===== src/rtl/game_flow_ctrl.sv =====
// Game-flow sequencer for the Super Mario VGA design: start screen, level draws,
// play/pause, timed death screen with a lives counter, and game-over.
module game_flow_ctrl #(
    parameter int NUM_LEVELS = 3,
    parameter int LVL_W      = 2,
    parameter int LIVES      = 3,
    parameter int LIFE_W     = 2,
    parameter int DEATH_HOLD = 60
) (
    input  logic                  clk,
    input  logic                  reset,
    input  logic                  spacebar,
    input  logic                  pause_key,
    input  logic                  level_done,
    input  logic                  dead,
    input  logic                  done,
    output logic                  start,
    output logic                  draw,
    output logic                  writeEn,
    output logic [LVL_W-1:0]      level,
    output logic [NUM_LEVELS-1:0] lvl,
    output logic                  timer_enable,
    output logic [LIFE_W-1:0]     lives,
    output logic                  gameover,
    output logic                  win
);

    localparam int CNT_W = (DEATH_HOLD > 1) ? $clog2(DEATH_HOLD) : 1;

    typedef enum logic [2:0] {
        S_DRAW_START,
        S_START_SCREEN,
        S_DRAW_LEVEL,
        S_PLAY,
        S_PAUSE,
        S_DYING,
        S_GAME_OVER
    } state_t;

    state_t             state;
    state_t             next_state;
    logic               space_prev;
    logic               pause_prev;
    logic               space_edge;
    logic               pause_edge;
    logic               last_level;
    logic [CNT_W-1:0]   death_cnt;

    assign space_edge = spacebar & ~space_prev;
    assign pause_edge = pause_key & ~pause_prev;
    assign last_level = (level == LVL_W'(NUM_LEVELS - 1));

    always_ff @(posedge clk) begin
        if (reset) begin
            state <= S_DRAW_START;
        end else begin
            state <= next_state;
        end
    end

    // Level, lives, death timer and win pulse only change on the FSM's own transitions.
    always_ff @(posedge clk) begin
        if (reset) begin
            space_prev <= 1'b0;
            pause_prev <= 1'b0;
            level      <= '0;
            lives      <= LIFE_W'(LIVES);
            death_cnt  <= '0;
            win        <= 1'b0;
        end else begin
            space_prev <= spacebar;
            pause_prev <= pause_key;
            win        <= 1'b0;
            case (state)
                S_START_SCREEN: begin
                    if (space_edge) begin
                        level <= '0;
                        lives <= LIFE_W'(LIVES);
                    end
                end
                S_PLAY: begin
                    if (dead) begin
                        if (lives != '0) begin
                            lives <= lives - LIFE_W'(1);
                        end
                        death_cnt <= CNT_W'(DEATH_HOLD - 1);
                    end else if (level_done) begin
                        if (last_level) begin
                            win <= 1'b1;
                        end else begin
                            level <= level + LVL_W'(1);
                        end
                    end
                end
                S_DYING: begin
                    if (death_cnt != '0) begin
                        death_cnt <= death_cnt - CNT_W'(1);
                    end
                end
                default: ;
            endcase
        end
    end

    always_comb begin
        next_state = state;
        case (state)
            S_DRAW_START:   if (done) next_state = S_START_SCREEN;
            S_START_SCREEN: if (space_edge) next_state = S_DRAW_LEVEL;
            S_DRAW_LEVEL:   if (done) next_state = S_PLAY;
            S_PLAY: begin
                if (dead) begin
                    next_state = S_DYING;
                end else if (level_done) begin
                    next_state = last_level ? S_DRAW_START : S_DRAW_LEVEL;
                end else if (pause_edge) begin
                    next_state = S_PAUSE;
                end
            end
            S_PAUSE:        if (pause_edge) next_state = S_PLAY;
            S_DYING: begin
                if (death_cnt == '0) begin
                    next_state = (lives == '0) ? S_GAME_OVER : S_DRAW_LEVEL;
                end
            end
            S_GAME_OVER:    if (space_edge) next_state = S_DRAW_START;
            default:        next_state = S_DRAW_START;
        endcase
    end

    always_comb begin
        start        = 1'b0;
        draw         = 1'b0;
        writeEn      = 1'b0;
        timer_enable = 1'b0;
        gameover     = 1'b0;
        lvl          = '0;
        case (state)
            S_DRAW_START: begin
                start   = 1'b1;
                draw    = 1'b1;
                writeEn = 1'b1;
            end
            S_START_SCREEN: start = 1'b1;
            S_DRAW_LEVEL: begin
                draw    = 1'b1;
                writeEn = 1'b1;
            end
            S_PLAY, S_PAUSE: begin
                timer_enable = (state == S_PLAY);
                for (int i = 0; i < NUM_LEVELS; i++) begin
                    lvl[i] = (level == LVL_W'(i));
                end
            end
            S_GAME_OVER: gameover = 1'b1;
            default: ;
        endcase
    end

endmodule


===== config.mk =====
export PLATFORM = sky130hd
export DESIGN_NAME = game_flow_ctrl
export DESIGN_NICKNAME = d
export VERILOG_FILES = /design/src/rtl/game_flow_ctrl.sv
export SDC_FILE = /design/constraint.sdc
export NUM_CORES = 1
export LEC_CHECK = 0
export CORE_ASPECT_RATIO = 1.2
export CORE_MARGIN = 5
export CORE_UTILIZATION = 40
export CTS_BUF_LIST = sky130_fd_sc_hd__clkbuf_4 sky130_fd_sc_hd__clkbuf_8
export DETAILED_ROUTE_END_ITERATION = 10
export PLACE_DENSITY = 0.62
export SYNTH_ARGS = -nofsm -noshare
export SYNTH_HDL_FRONTEND = slang
export SYNTH_SLANG_ARGS = --single-unit

===== constraint.sdc =====
create_clock -name clk -period 2.45 [get_ports clk]
set_input_delay 0.6125 -clock clk [delete_from_list [all_inputs] [get_ports clk]]
set_output_delay 0.6125 -clock clk [all_outputs]
set_load 0.05 [all_outputs]

==> summary by stage <==
Worst setup path
The startpoint of the worst register-to-register path is level[0]. In this run the worst path has a maximum fanout of 9. The logic depth of the worst register-to-register path is 6.

The category of the critical setup timing path is register to primary output. The reg-to-reg endpoint is level[1]. The worst reg-to-reg setup slack is 0.57 ns.

The kind of start point of the critical path is a register. The critical path capture point type is a primary output. The worst endpoint required time is between 1.5 and 2 ns. The worst path arrival time is 1.64 ns.

Synth
The synthesized netlist occupies a cell area of 986 um^2. The synthesized design contains 16 register bits. Sequential elements use between 30% and 40% of the synthesized area. The area share of the leading cell type in the synthesized netlist is 32.5%. The cell type contributing the most total cell area after synthesis is dfxtp_1. The synthesized area per cell is 7.95 um^2. The Yosys warning count is 0. The cell count after synthesis is between 100 and 150. Ranked by total cell area, the synthesized netlist is headed by dfxtp_1, ha_1, nor2_1.

The number of distinct library cells after synthesis is 40. The post-synth net total is 137.

Power
Dividing total power by cell area gives a power density of roughly 520 nW/um^2. The reported leakage power is 0.501 nW. The maximum resistive drop on vdd is ~0.00042 V.

Drt
Summed over all nets, wire length on met2 after detailed routing comes to roughly 1200 um. The first TritonRoute pass finished after 4 iterations. The total DRC errors in the routed layout is 0. The met1 routed wirelength after detailed routing is 996 um.

Once detail routing completed, the nets flagged for antenna violations numbered 0. The top metal layer carrying routed signals is met4. In the routed layout, each cell is associated on average with a via count of 5.28. Across all layers, the routed design uses 934 vias.

Wire segments on met3 add up to 60 um in the final route. The violation count after the first detailed-routing iteration is 13. For this block, the routed nets add up to 2260 um of wire. The post-detailed-route wirelength per cell is 12.8 um.

Run
The number of maximum-capacitance constraint violations is 0.

Worst hold path
The capture endpoint of the worst hold path is death_cnt[0]. The kind of path behind the tightest hold check is register to register. The startpoint identified for the worst hold timing path is death_cnt[0]. Along the worst hold path, the cell count comes to 1.

Clock tree
TritonCTS built the clock tree. The tree is rooted in a clkbuf_4. The buffer levels on the longest clock path is 2.

The count of H-tree levels built during CTS is 1. For this design, the CTS-stage hold fixing added 0 buffers. The tree built by TritonCTS fans out to 16 sinks. The register clock-pin slew on the reported worst setup and hold paths is 0.10 ns.

The total CTS buffers is 3. The later-pin clock latency in the skew report is 0.29 ns.

GRT
Entering global routing, the biggest net connects 15 pins. The number of global-route vias before repair is 922. The aggregate global-route resource usage is 13.5%. The first global-routing pass estimated 3940 um of wire.

The initial antenna violation count was 0. Global routing finished with a remaining overflow of 0.

Final layout
The proportion of layout cells with a drive suffix above 1 is roughly 14%. After the last flow step, the layout net total stands at 160. The finished cells cover 1290 um^2.

The synthesis-to-layout area growth is 31.1%. After the flow finishes, the layout carries non-filler instances totaling 177. The number of antenna diodes in the final layout is 0. The library cells used most frequently in the layout, excluding fill and tap cells, are nor2_1, dfxtp_1, nand2_1, clkdlybuf4s50_1, inv_1. Counting the fill cells in the layout gives ~230.

Placed design
At the end of routability-driven placement, the weighted congestion stood at around 0.85. The number of placed instances, taps included is 173. The HPWL reported at the end of detailed placement is 1750 um. The placed standard-cell area is 1250 um^2. The number of I/O port buffers is 19. At the placement stage, the worst setup path has a slack of 0.0850 ns.

Floorplan
The initial utilization of the core area, before any placement, comes to 42.3%. Measured along the y axis, the die boundary spans around 64 um. The die covers 3560 um^2. The width of the die is between 50 and 60 um. In this run the standard cell core region covers 2330 um^2. The count of boundary I/O pins is 20. The floorplan has 19 rows.

Timing
The max-slew violation total from the final report is 0. The share of the cycle needed by the critical path after routing is between 90% and 100%. The worst-margin pin slew is 0.607 ns. Setup repair after global routing left no endpoint under its margin.

The relative max-transition margin is 59.4%. The clock period could shrink to 2.25 ns. The post-route clock skew is 0.00100 ns.

Setup violations remaining at the end of the flow were counted as 0. The minimum hold slack is 0.522 ns. The worst-case setup margin in the final layout is between 0.2 and 0.25 ns. The hold violation total from the final report is 0. Static timing analysis puts the maximum clock frequency at 445 MHz.

Outcome
The flow ran to the end, and the final reports show no timing, DRC or antenna violations.
-- layer usage --
layer,GRT usage (%),vias to the layer above
li1,-,478
met1,15.0,440
met4,6.38,0
met3,2.01,4
met5,0,-
met2,25.0,12
-- worst max-delay path by stage --
stage	from	to	slack [ns]	cells past startpoint
finish	state[2]	start	0.20	2
global route	state[1]	lvl[0]	0.09	6
floorplan	state[1]	lvl[0]	-0.22	6
CTS	state[1]	lvl[1]	0.12	6
detailed placement	spacebar	state[0]	0.08	6
global placement	spacebar	state[0]	0.11	6
-- synth_stat cells --
| library cell | instances |
|---|---|
| o21a_1 | 1 |
| nor4_4 | 1 |
| o21ai_0 | 3 |
| ha_1 | 6 |
| nand3b_1 | 1 |
| nand2b_1 | 5 |
| nand2_1 | 12 |
| buf_1 | 1 |
| nor3_1 | 6 |
| inv_1 | 10 |
| dfxtp_1 | 16 |
| o22ai_1 | 1 |
| a2111oi_0 | 1 |
| nor2_1 | 15 |
| a31oi_1 | 1 |
| nor2b_1 | 8 |
| and3b_1 | 1 |
| or3_2 | 1 |
| clkbuf_1 | 3 |
| a2bb2oi_1 | 1 |
| a21boi_2 | 1 |
| nand3_1 | 1 |
| nor4b_1 | 1 |
| a21oi_1 | 8 |
| or3b_2 | 1 |
| a21oi_2 | 1 |
| or2b_1 | 1 |
| buf_4 | 1 |
| a311oi_1 | 2 |
| a211oi_1 | 2 |
| and4_1 | 2 |
| a22oi_1 | 1 |
| nor3b_1 | 1 |
| o311a_1 | 1 |
| o211ai_1 | 1 |
| a2111o_1 | 1 |
| a22o_1 | 1 |
| mux2i_1 | 1 |
| a221o_1 | 1 |
| a21boi_0 | 1 |
-- final cells by class --
class | instances | area (um^2) | area share [%]
timing repair buffer | 23 | 253 | 19.6
clock buffer | 4 | 36.3 | 2.81
inverter | 10 | 37.5 | 2.90
multi-input combinational | 93 | 606 | 46.9
tap | 31 | 38.8 | 3.00
sequential | 16 | 322 | 24.9
-- through the flow --
stage          utilization [%]  TNS (ns)  total power [W]
2_1_floorplan                -    -0.656         0.000431
3_3_place_gp              53.9         0         0.000493
3_5_place_dp              53.9         0         0.000494
4_1_cts                   55.4         0         0.000674
5_1_grt                   55.5         0         0.000705
6_report                  55.5         0         0.000668
-- kinds of logic after synthesis --
family / Yosys count / synth area share (%)
compound gates: 29 / 21.1
simple gates: 57 / 31.7
fa+ha+maj: 6 / 7.61
mux: 1 / 1.02
buf+inv: 15 / 6.09
flops: 16 / 32.5
-- critical path: stages, from the launching register on --
cell and delay (ns):
dfxtp_1 0.40, nor2_1 0.13, clkdlybuf4s50_1 0.81
-- registers in the layout (all words and copies together) (netlist names) --
name        count
death_cnt       6
level           2
pause_prev      1
state           3
win             1
space_prev      1
lives           2
-- power breakdown --
group / leakage [nW] / internal (W) / switching, W
Clock: 0.0210 / 0.0000905 / 0.0000890
Sequential: 0.130 / 0.000272 / 0.0000149
Combinational: 0.349 / 0.0000821 / 0.000119
-- repair_timing --
item                                    in CTS  in global routing
setup buffers                                0                  0
endpoints found under the setup margin       0                  2
hold endpoints to repair                     0                  0
resized for setup                            0                  1
Power figures use the tool's default switching activity.
